==> config.mk <==
export PLATFORM = sky130hd
export DESIGN_NAME = prog_loader
export DESIGN_NICKNAME = d
export VERILOG_FILES = /design/src/rtl/prog_loader_pkg.sv /design/src/rtl/prog_loader_uart_rx.sv /design/src/rtl/prog_loader.sv
export SDC_FILE = /design/constraint.sdc
export NUM_CORES = 1
export LEC_CHECK = 0
export ABC_AREA = 0
export BUFFER_PORTS_ARGS = -buffer_cell sky130_fd_sc_hd__buf_2
export CORE_MARGIN = 2
export CORE_UTILIZATION = 65
export DETAILED_ROUTE_END_ITERATION = 6
export PLACE_DENSITY = 0.85
export SLEW_MARGIN = 25
export SYNTH_ARGS = -nofsm -noshare
export SYNTH_HDL_FRONTEND = slang
export SYNTH_SLANG_ARGS = --single-unit
==> constraint.sdc <==
create_clock -name clk -period 6.1 [get_ports clk]
set_clock_uncertainty 0.15 [all_clocks]
set_input_delay 0.305 -clock clk [delete_from_list [all_inputs] [get_ports clk]]
set_output_delay 0.305 -clock clk [all_outputs]
set_load 0.005 [all_outputs]
==> src/rtl/prog_loader_pkg.sv <==
// Shared constants and state encodings for the serial program loader.
// The loader writes the program memory that feeds the CPU's instruction fetch.
package prog_loader_pkg;

    localparam int INSN_W = 16;
    localparam int PROG_DEPTH = 256;
    localparam logic [7:0] LOADER_SYNC = 8'hA5;

    typedef enum logic [2:0] {
        LD_IDLE  = 3'd0,
        LD_COUNT = 3'd1,
        LD_OPC   = 3'd2,
        LD_IMM   = 3'd3,
        LD_SUM   = 3'd4
    } LOADER_STATE;

    typedef enum logic [1:0] {
        RX_IDLE  = 2'd0,
        RX_START = 2'd1,
        RX_DATA  = 2'd2,
        RX_STOP  = 2'd3
    } rx_state_e;

    // A count byte of zero stands for a full 256-word image.
    function automatic logic [8:0] decode_count(input logic [7:0] n);
        return (n == 8'h00) ? 9'd256 : {1'b0, n};
    endfunction

endpackage

==> src/rtl/prog_loader_uart_rx.sv <==
// 8N1 UART byte receiver: synchronizes the asynchronous line, samples mid-bit,
// and drops bytes whose start bit is not confirmed or whose stop bit is low.
module prog_loader_uart_rx
    import prog_loader_pkg::*;
#(
    parameter int CLKS_PER_BIT = 868
) (
    input  logic       clk,
    input  logic       rst_n,
    input  logic       rx,
    output logic [7:0] data,
    output logic       valid,
    output logic       frame_err
);

    localparam int CNT_W = $clog2(CLKS_PER_BIT);
    localparam int HALF  = CLKS_PER_BIT / 2;

    logic             rx_meta_q;
    logic             rx_sync_q;
    logic             rx_prev_q;
    rx_state_e        state_q;
    logic [CNT_W-1:0] cnt_q;
    logic [2:0]       bit_idx_q;
    logic [7:0]       shift_q;
    logic [7:0]       data_q;
    logic             valid_q;
    logic             ferr_q;

    // Synchronizer, falling-edge start detect and bit-timing state machine.
    always_ff @(posedge clk) begin
        if (!rst_n) begin
            rx_meta_q <= 1'b1;
            rx_sync_q <= 1'b1;
            rx_prev_q <= 1'b1;
            state_q   <= RX_IDLE;
            cnt_q     <= '0;
            bit_idx_q <= 3'd0;
            shift_q   <= 8'h00;
            data_q    <= 8'h00;
            valid_q   <= 1'b0;
            ferr_q    <= 1'b0;
        end else begin
            rx_meta_q <= rx;
            rx_sync_q <= rx_meta_q;
            rx_prev_q <= rx_sync_q;
            valid_q   <= 1'b0;
            ferr_q    <= 1'b0;
            case (state_q)
                RX_IDLE: begin
                    // An edge is required, so a line held low after a framing error cannot retrigger.
                    if (rx_prev_q && !rx_sync_q) begin
                        state_q <= RX_START;
                        cnt_q   <= '0;
                    end
                end
                RX_START: begin
                    if (cnt_q == CNT_W'(HALF - 1)) begin
                        cnt_q <= '0;
                        if (!rx_sync_q) begin
                            state_q   <= RX_DATA;
                            bit_idx_q <= 3'd0;
                        end else begin
                            state_q <= RX_IDLE;
                        end
                    end else begin
                        cnt_q <= cnt_q + CNT_W'(1);
                    end
                end
                RX_DATA: begin
                    if (cnt_q == CNT_W'(CLKS_PER_BIT - 1)) begin
                        cnt_q   <= '0;
                        shift_q <= {rx_sync_q, shift_q[7:1]};
                        if (bit_idx_q == 3'd7) begin
                            state_q <= RX_STOP;
                        end else begin
                            bit_idx_q <= bit_idx_q + 3'd1;
                        end
                    end else begin
                        cnt_q <= cnt_q + CNT_W'(1);
                    end
                end
                RX_STOP: begin
                    if (cnt_q == CNT_W'(CLKS_PER_BIT - 1)) begin
                        cnt_q   <= '0;
                        state_q <= RX_IDLE;
                        if (rx_sync_q) begin
                            data_q  <= shift_q;
                            valid_q <= 1'b1;
                        end else begin
                            ferr_q <= 1'b1;
                        end
                    end else begin
                        cnt_q <= cnt_q + CNT_W'(1);
                    end
                end
                default: state_q <= RX_IDLE;
            endcase
        end
    end

    assign data      = data_q;
    assign valid     = valid_q;
    assign frame_err = ferr_q;

endmodule

==> src/rtl/prog_loader.sv <==
// Frame parser for the serial program loader: SYNC, count, opcode/imm pairs, checksum.
// Holds the CPU in reset during a load and after any failed load.
module prog_loader
    import prog_loader_pkg::*;
#(
    parameter int CLKS_PER_BIT = 868,
    parameter int TIMEOUT_CYC  = 2_000_000
) (
    input  logic                          clk,
    input  logic                          rst_n,
    input  logic                          rx,
    output logic                          mem_we,
    output logic [$clog2(PROG_DEPTH)-1:0] mem_addr,
    output logic [INSN_W-1:0]             mem_wdata,
    output logic                          cpu_hold,
    output logic                          busy,
    output logic                          load_done,
    output logic                          load_err
);

    localparam int AW    = $clog2(PROG_DEPTH);
    localparam int TMO_W = $clog2(TIMEOUT_CYC + 1);

    logic [7:0]        rx_data_s;
    logic              rx_valid_s;
    logic              frame_err_unused;

    LOADER_STATE       state_q;
    logic [8:0]        remaining_q;
    logic [7:0]        sum_q;
    logic [7:0]        sum_d;
    logic [7:0]        opc_q;
    logic [TMO_W-1:0]  tmo_q;
    logic              mem_we_q;
    logic [AW-1:0]     mem_addr_q;
    logic [INSN_W-1:0] mem_wdata_q;
    logic              cpu_hold_q;
    logic              busy_q;
    logic              load_done_q;
    logic              load_err_q;

    prog_loader_uart_rx #(
        .CLKS_PER_BIT(CLKS_PER_BIT)
    ) u_uart_rx (
        .clk       (clk),
        .rst_n     (rst_n),
        .rx        (rx),
        .data      (rx_data_s),
        .valid     (rx_valid_s),
        .frame_err (frame_err_unused)
    );

    assign sum_d = sum_q + rx_data_s;

    // Frame FSM with checksum, word address, remaining count and inter-byte timeout.
    always_ff @(posedge clk) begin
        if (!rst_n) begin
            state_q     <= LD_IDLE;
            remaining_q <= 9'd0;
            sum_q       <= 8'h00;
            opc_q       <= 8'h00;
            tmo_q       <= '0;
            mem_we_q    <= 1'b0;
            mem_addr_q  <= '0;
            mem_wdata_q <= '0;
            cpu_hold_q  <= 1'b0;
            busy_q      <= 1'b0;
            load_done_q <= 1'b0;
            load_err_q  <= 1'b0;
        end else begin
            mem_we_q    <= 1'b0;
            load_done_q <= 1'b0;
            if (mem_we_q) begin
                mem_addr_q <= mem_addr_q + AW'(1);
            end
            if (state_q != LD_IDLE && !rx_valid_s && tmo_q == TMO_W'(TIMEOUT_CYC - 1)) begin
                // Stalled frame: abort but keep the CPU held, the image is incomplete.
                state_q    <= LD_IDLE;
                busy_q     <= 1'b0;
                load_err_q <= 1'b1;
                tmo_q      <= '0;
            end else begin
                if (rx_valid_s || state_q == LD_IDLE) begin
                    tmo_q <= '0;
                end else begin
                    tmo_q <= tmo_q + TMO_W'(1);
                end
                case (state_q)
                    LD_IDLE: begin
                        if (rx_valid_s && rx_data_s == LOADER_SYNC) begin
                            state_q    <= LD_COUNT;
                            busy_q     <= 1'b1;
                            cpu_hold_q <= 1'b1;
                            load_err_q <= 1'b0;
                            sum_q      <= 8'h00;
                            mem_addr_q <= '0;
                        end
                    end
                    LD_COUNT: begin
                        if (rx_valid_s) begin
                            remaining_q <= decode_count(rx_data_s);
                            sum_q       <= rx_data_s;
                            state_q     <= LD_OPC;
                        end
                    end
                    LD_OPC: begin
                        if (rx_valid_s) begin
                            opc_q   <= rx_data_s;
                            sum_q   <= sum_d;
                            state_q <= LD_IMM;
                        end
                    end
                    LD_IMM: begin
                        // Written before the checksum is known; a bad frame keeps the hold asserted.
                        if (rx_valid_s) begin
                            sum_q       <= sum_d;
                            mem_we_q    <= 1'b1;
                            mem_wdata_q <= {opc_q, rx_data_s};
                            remaining_q <= remaining_q - 9'd1;
                            state_q     <= (remaining_q == 9'd1) ? LD_SUM : LD_OPC;
                        end
                    end
                    LD_SUM: begin
                        if (rx_valid_s) begin
                            state_q <= LD_IDLE;
                            busy_q  <= 1'b0;
                            if (sum_d == 8'h00) begin
                                load_done_q <= 1'b1;
                                cpu_hold_q  <= 1'b0;
                            end else begin
                                load_err_q <= 1'b1;
                            end
                        end
                    end
                    default: begin
                        state_q <= LD_IDLE;
                        busy_q  <= 1'b0;
                    end
                endcase
            end
        end
    end

    assign mem_we    = mem_we_q;
    assign mem_addr  = mem_addr_q;
    assign mem_wdata = mem_wdata_q;
    assign cpu_hold  = cpu_hold_q;
    assign busy      = busy_q;
    assign load_done = load_done_q;
    assign load_err  = load_err_q;

endmodule

* Word-level counts from Yosys, hierarchy flattened
Cells that the tools add are included.
Operators by class: bitwise logic cells 6, $add $sub $neg 6, equality and inequality tests 30, reduce and logical (&&, ||, !) cells 37, mux-type cells 49
Operators with widths (number):
- $mux 8 | 7
- $mux 10 | 3
- $mux 3 | 10
- $pmux 10 s3 | 1
- $mux 9 | 3
- $reduce_and 5->1 | 5
- $pmux 8 s3 | 1
- $ne 2x1->1 const B | 11
- $add 21x1->21 const B | 1
- $eq 21x21->1 const B | 1
- $pmux 9 s2 | 1
- $logic_not 8->1 | 2
- $pmux 3 s5 | 1
- $reduce_and 3->1 | 5
- $mux 2 | 6
- $mux 1 | 11
- $add 10x1->10 const B | 1
- $eq 10x10->1 const B | 1
- $eq 10x9->1 const B | 1
- $eq 9x1->1 const B | 1
- $reduce_bool 3->1 | 3
- $reduce_or 3->1 | 3
- $sub 9x1->9 const B | 1
- $add 8x1->8 const B | 1
- 26 further kinds | 47
Storage, ports and cells: word-level logic and storage cells 149, flip-flop bits (word level) 113, bits of input ports 3

* Logic depth before layout (Yosys ltp)
depth after elaboration 6, mapped depth 7, mapped depth without buffers 7

* By module
Synthesis repeated with hierarchy kept, for this count alone.
Unflattened totals: cells, all modules 645, area total of the unflattened synthesis 5531.6 sq um
Modules (own cells, without submodules):
- prog_loader | area an instance 3867.5 sq um, seq. area each 1561.5 sq um, cells an instance 451, instances 1
- prog_loader_uart_rx | area an instance 1664.1 sq um, seq. area each 720.7 sq um, cells an instance 194, instances 1

* Worst setup path after synthesis
OpenSTA, ideal clock, no wires.
path kind register to register, start reg u_uart_rx.data_q[0], in the netlist u_uart_rx.data[0], end reg load_done_q, in the netlist load_done, clock period less this slack 2251 ps, library setup time 60 ps, stages on the path, launching flop included 8, data arrival time 2041 ps, setup slack 3849 ps, cells stage by stage dfxtp_1 -> ha_1 -> fa_1 -> a211oi_1 -> o21bai_1 -> a221oi_1 -> o2111a_1 -> and3_1
On the way: longest elaborated chain between the ends 3
Ends and longest elaborated chain:
- start, declared | line prog_loader_uart_rx.sv:26 | logic [7:0] data_q;
- start signal, assigned | line prog_loader_uart_rx.sv:88 | data_q <= shift_q;
- $add 8x8->8 | line prog_loader.sv:53 | assign sum_d = sum_q + rx_data_s;
- $logic_not 8->1 | line prog_loader.sv:127 | if (sum_d == 8'h00) begin
- $mux 1 | line prog_loader.sv:127
- end signal, assigned | line prog_loader.sv:68 | load_done_q <= 1'b0;
- end signal, assigned | line prog_loader.sv:72 | load_done_q <= 1'b0;
- end signal, assigned | line prog_loader.sv:128 | load_done_q <= 1'b1;
- end, declared | line prog_loader.sv:39 | logic load_done_q;
Every way passes these cells. A chain may end at the register's enable or synchronous reset.

* Worst setup path after layout
Same ends and word-level chain as after synthesis.

==> out/qor.csv <==
stage;metric;value;unit
outcome;status;finished clean;
sta;holdWs;51.7;ps
final_layout;final_common_cell;dfxtp_1;
setup_path;path_cells;ha_1 -> fa_1 -> a211oi_1 -> o21bai_1 -> a221oi_1 -> o2111a_1 -> and3_1;
clocking;root_buffer;clkbuf_8;
setup_path;path_buf_inv;0;
drt;drtPass1Iterations;5;
placed_design;dp_hpwl;7620;µm
min_path;min_delay_worst_endpoint;u_uart_rx.rx_meta_q;
setup_path;r2r_end;load_done;
placed_design;gp_congestion;0.898;
floorplan;ios;32;
floorplan;coreArea;8090;µm²
final_layout;nNetsFinal;689;
sta;rsz0062_at_grt;no;
final_layout;synthToLayoutAreaGrowth;15.1;%
sta;fin_setup_tns;0;ps
final_layout;layout_common_cells;dfxtp_1 (113), nand2_1 (101), nor2_1 (76), a21oi_1 (57), nand3_1 (32);
power;comb_power_share;0.046;
clocking;cts-buffers-inserted;17;
sta;hold_violations;0;
setup_path;cp.arrival;3080;ps
grt;grt_max_degree;59;
synth;synth_cell_type_count;63;
grt;grt_pass1_vias;4482;
min_path;min_path_type;input port to register;
synth;mappedNetlistArea;5340;µm²
clocking;clk_path_buf_depth;2;
min_path;hp-start;rst_n;
synth;synthArstFlopShare;0;
power;swShare;0.240;
floorplan;die_x;94.6;µm
clocking;cts.clk_slew.worst_paths;60;ps
power;clkPwrFrac;0.548;
grt;gr-usage-all-layers;0.287;
setup_path;cp-end-kind;register;
grt;grt_first_pass_wirelength;20300;µm
floorplan;rows;33;
grt;grt_overflow;0;
floorplan;design.die.area;8950;µm²
synth;netlist_instances;643;
setup_path;r2r_setup_slack;3320;ps
clocking;cts_setup_buffers;0;
clocking;insertion_delay;520;ps
setup_path;r2r-start;u_uart_rx.data[0];
synth;synth-main-ff-cell;dfxtp_1;
final_layout;drive_above_1_share;0.119;
setup_path;crit_family;compound AO/OA/AOI/OAI gates;
power;p_per_area;302;nW/µm²
synth;ys_ff_latch;113;
power;p_seq_frac;0.406;
drt;drc;0;
synth;synth_warnings;0;
setup_path;max_stage_delay;440;ps
drt;vias;4703;
floorplan;die_y;94.6;µm
setup_path;required;6410;ps
power;switchingPower;447;µW
flow_run;cap_violations;0;
setup_path;rr_worst_depth;7;
power;leakage;0.00218;µW
synth;syn-mean-instance-area;8.30;µm²
setup_path;worstSetupPathType;register to register;
clocking;postCtsHoldBufs;1;
synth;syn_nets;667;
power;irDropWorstVdd;0.000235;V
sta;finalCritPeriodShare;0.455;
power;internal_power;1410;µW
synth;synth_edf_count;0;
clocking;clock_sinks;113;
drt;viasPerCell;6.01;
setup_path;cp_max_fo;8;
sta;worst_slew_pin_slew;988;ps
final_layout;final_util;0.759;
placed_design;io_buffers;31;
sta;fin_crit;2780;ps
synth;yosysSeqAreaShare;0.424;
min_path;holdPathStages;2;
clocking;ctsResizeCount;0;
drt;drt.antenna.violating_nets;0;
drt;finalWirelength;12200;µm
drt;drtIter0Drc;349;
clocking;cts_max_level;4;
drt;wl_per_cell;15.5;µm
floorplan;initial_core_util;0.659;
sta;slew_viol_final;0;
sta;setup_viol;0;
setup_path;slowest_stage;fa_1;
grt;antenna_found_initial;0;
clocking;cts_tree;yes;
sta;slew_headroom;0.339;
sta;fmax;0.360;GHz
setup_path;startpoint_type;register;
final_layout;antenna_cells;0;
## logic make-up after synthesis
logic type | Yosys count | synth area share
DFF | 113 | 0.424
buffers and inverters | 48 | 0.0349
AOI/OAI and AO/OA | 119 | 0.141
adders and majority gates | 21 | 0.0506
and+or+nand+nor | 290 | 0.260
muxes | 15 | 0.0281
xor gates and xnor gates | 37 | 0.0607
## metrics by stage
stage          instances  setup slack, ps  total power (µW)  instance area, µm²
2_1_floorplan        643             3850               834                5340
3_3_place_gp         750             3460               849                5520
6_report             783             3320              1860                6140
3_5_place_dp         750             3470               853                5520
5_1_grt              783             3190              1920                6140
4_1_cts              783             3340              1870                6140
## area by class of cell
type                       count  area (µm²)
clock buffer                  17         414
clock inverter                15         196
fill                         575        1950
inverter                      17        63.8
multi-input combinational    482        2900
sequential                   113        2260
tap                          105         131
timing repair buffer          34         180
## synthesized netlist by cell type (2+ instances only)
master | n | area [µm²]
o211ai_1 | 2 | 15.0
nor4_1 | 11 | 68.8
nor4b_1 | 3 | 26.3
and4_1 | 5 | 43.8
buf_2 | 4 | 20.0
o21bai_1 | 3 | 22.5
o21ai_0 | 19 | 95.1
mux2i_1 | 15 | 150
nand2b_1 | 9 | 56.3
a211oi_1 | 11 | 82.6
nor2_1 | 76 | 285
o31ai_1 | 2 | 15.0
a21oi_1 | 58 | 290
nand3_1 | 32 | 160
xnor2_1 | 20 | 175
ha_1 | 20 | 250
or2_2 | 5 | 31.3
and2_1 | 2 | 12.5
xor2_1 | 17 | 149
nand4_1 | 10 | 62.6
a2bb2oi_1 | 2 | 17.5
or3b_2 | 2 | 17.5
a32oi_1 | 3 | 26.3
a221oi_1 | 2 | 17.5
nor3b_1 | 4 | 30.0
nand3b_1 | 4 | 30.0
and3_1 | 7 | 43.8
buf_1 | 2 | 7.51
nand2_1 | 101 | 379
dfxtp_1 | 113 | 2260
clkbuf_1 | 24 | 90.1
inv_1 | 17 | 63.8
nor3_1 | 8 | 40.0
## how the worst max path moves through the flow
stage / startpoint / end / slack [ps] / cells past startpoint
6_report: u_uart_rx.data[0] / load_done / 3320 / 7
5_1_grt: state_q[0] / mem_wdata[7] / 3190 / 5
4_1_cts: u_uart_rx.data[1] / sum_q[0] / 3340 / 5
3_5_place_dp: state_q[0] / mem_wdata[7] / 3470 / 5
3_3_place_gp: u_uart_rx.cnt_q[8] / u_uart_rx.data[1] / 3460 / 5
2_1_floorplan: u_uart_rx.data[0] / load_done / 3850 / 7
## state kept, by name, summed over array words and instances (netlist names), 9 cells and up, named ones only
name	flops
u_uart_rx.cnt_q	10
tmo_q	21
remaining_q	9
mem_wdata	16
## power by group through the flow
stage               Clock (µW)  Sequential [µW]  Combinational, µW
finish                    1020              755               84.6
global route              1070              756               95.6
CTS                       1030              755               84.3
detailed placement           0              771               81.5
global placement             0              770               78.5
floorplan                    0              769               65.2
## metal layers
layer | part of all wire | wire length, µm | global-route usage
met5 | 0 | 0 | 0
met4 | 0.025 | 303 | 0.130
met3 | 0.051 | 621 | 0.0710
met2 | 0.50 | 6110 | 0.497
met1 | 0.42 | 5110 | 0.334
(Power assumes the default switching activity.)
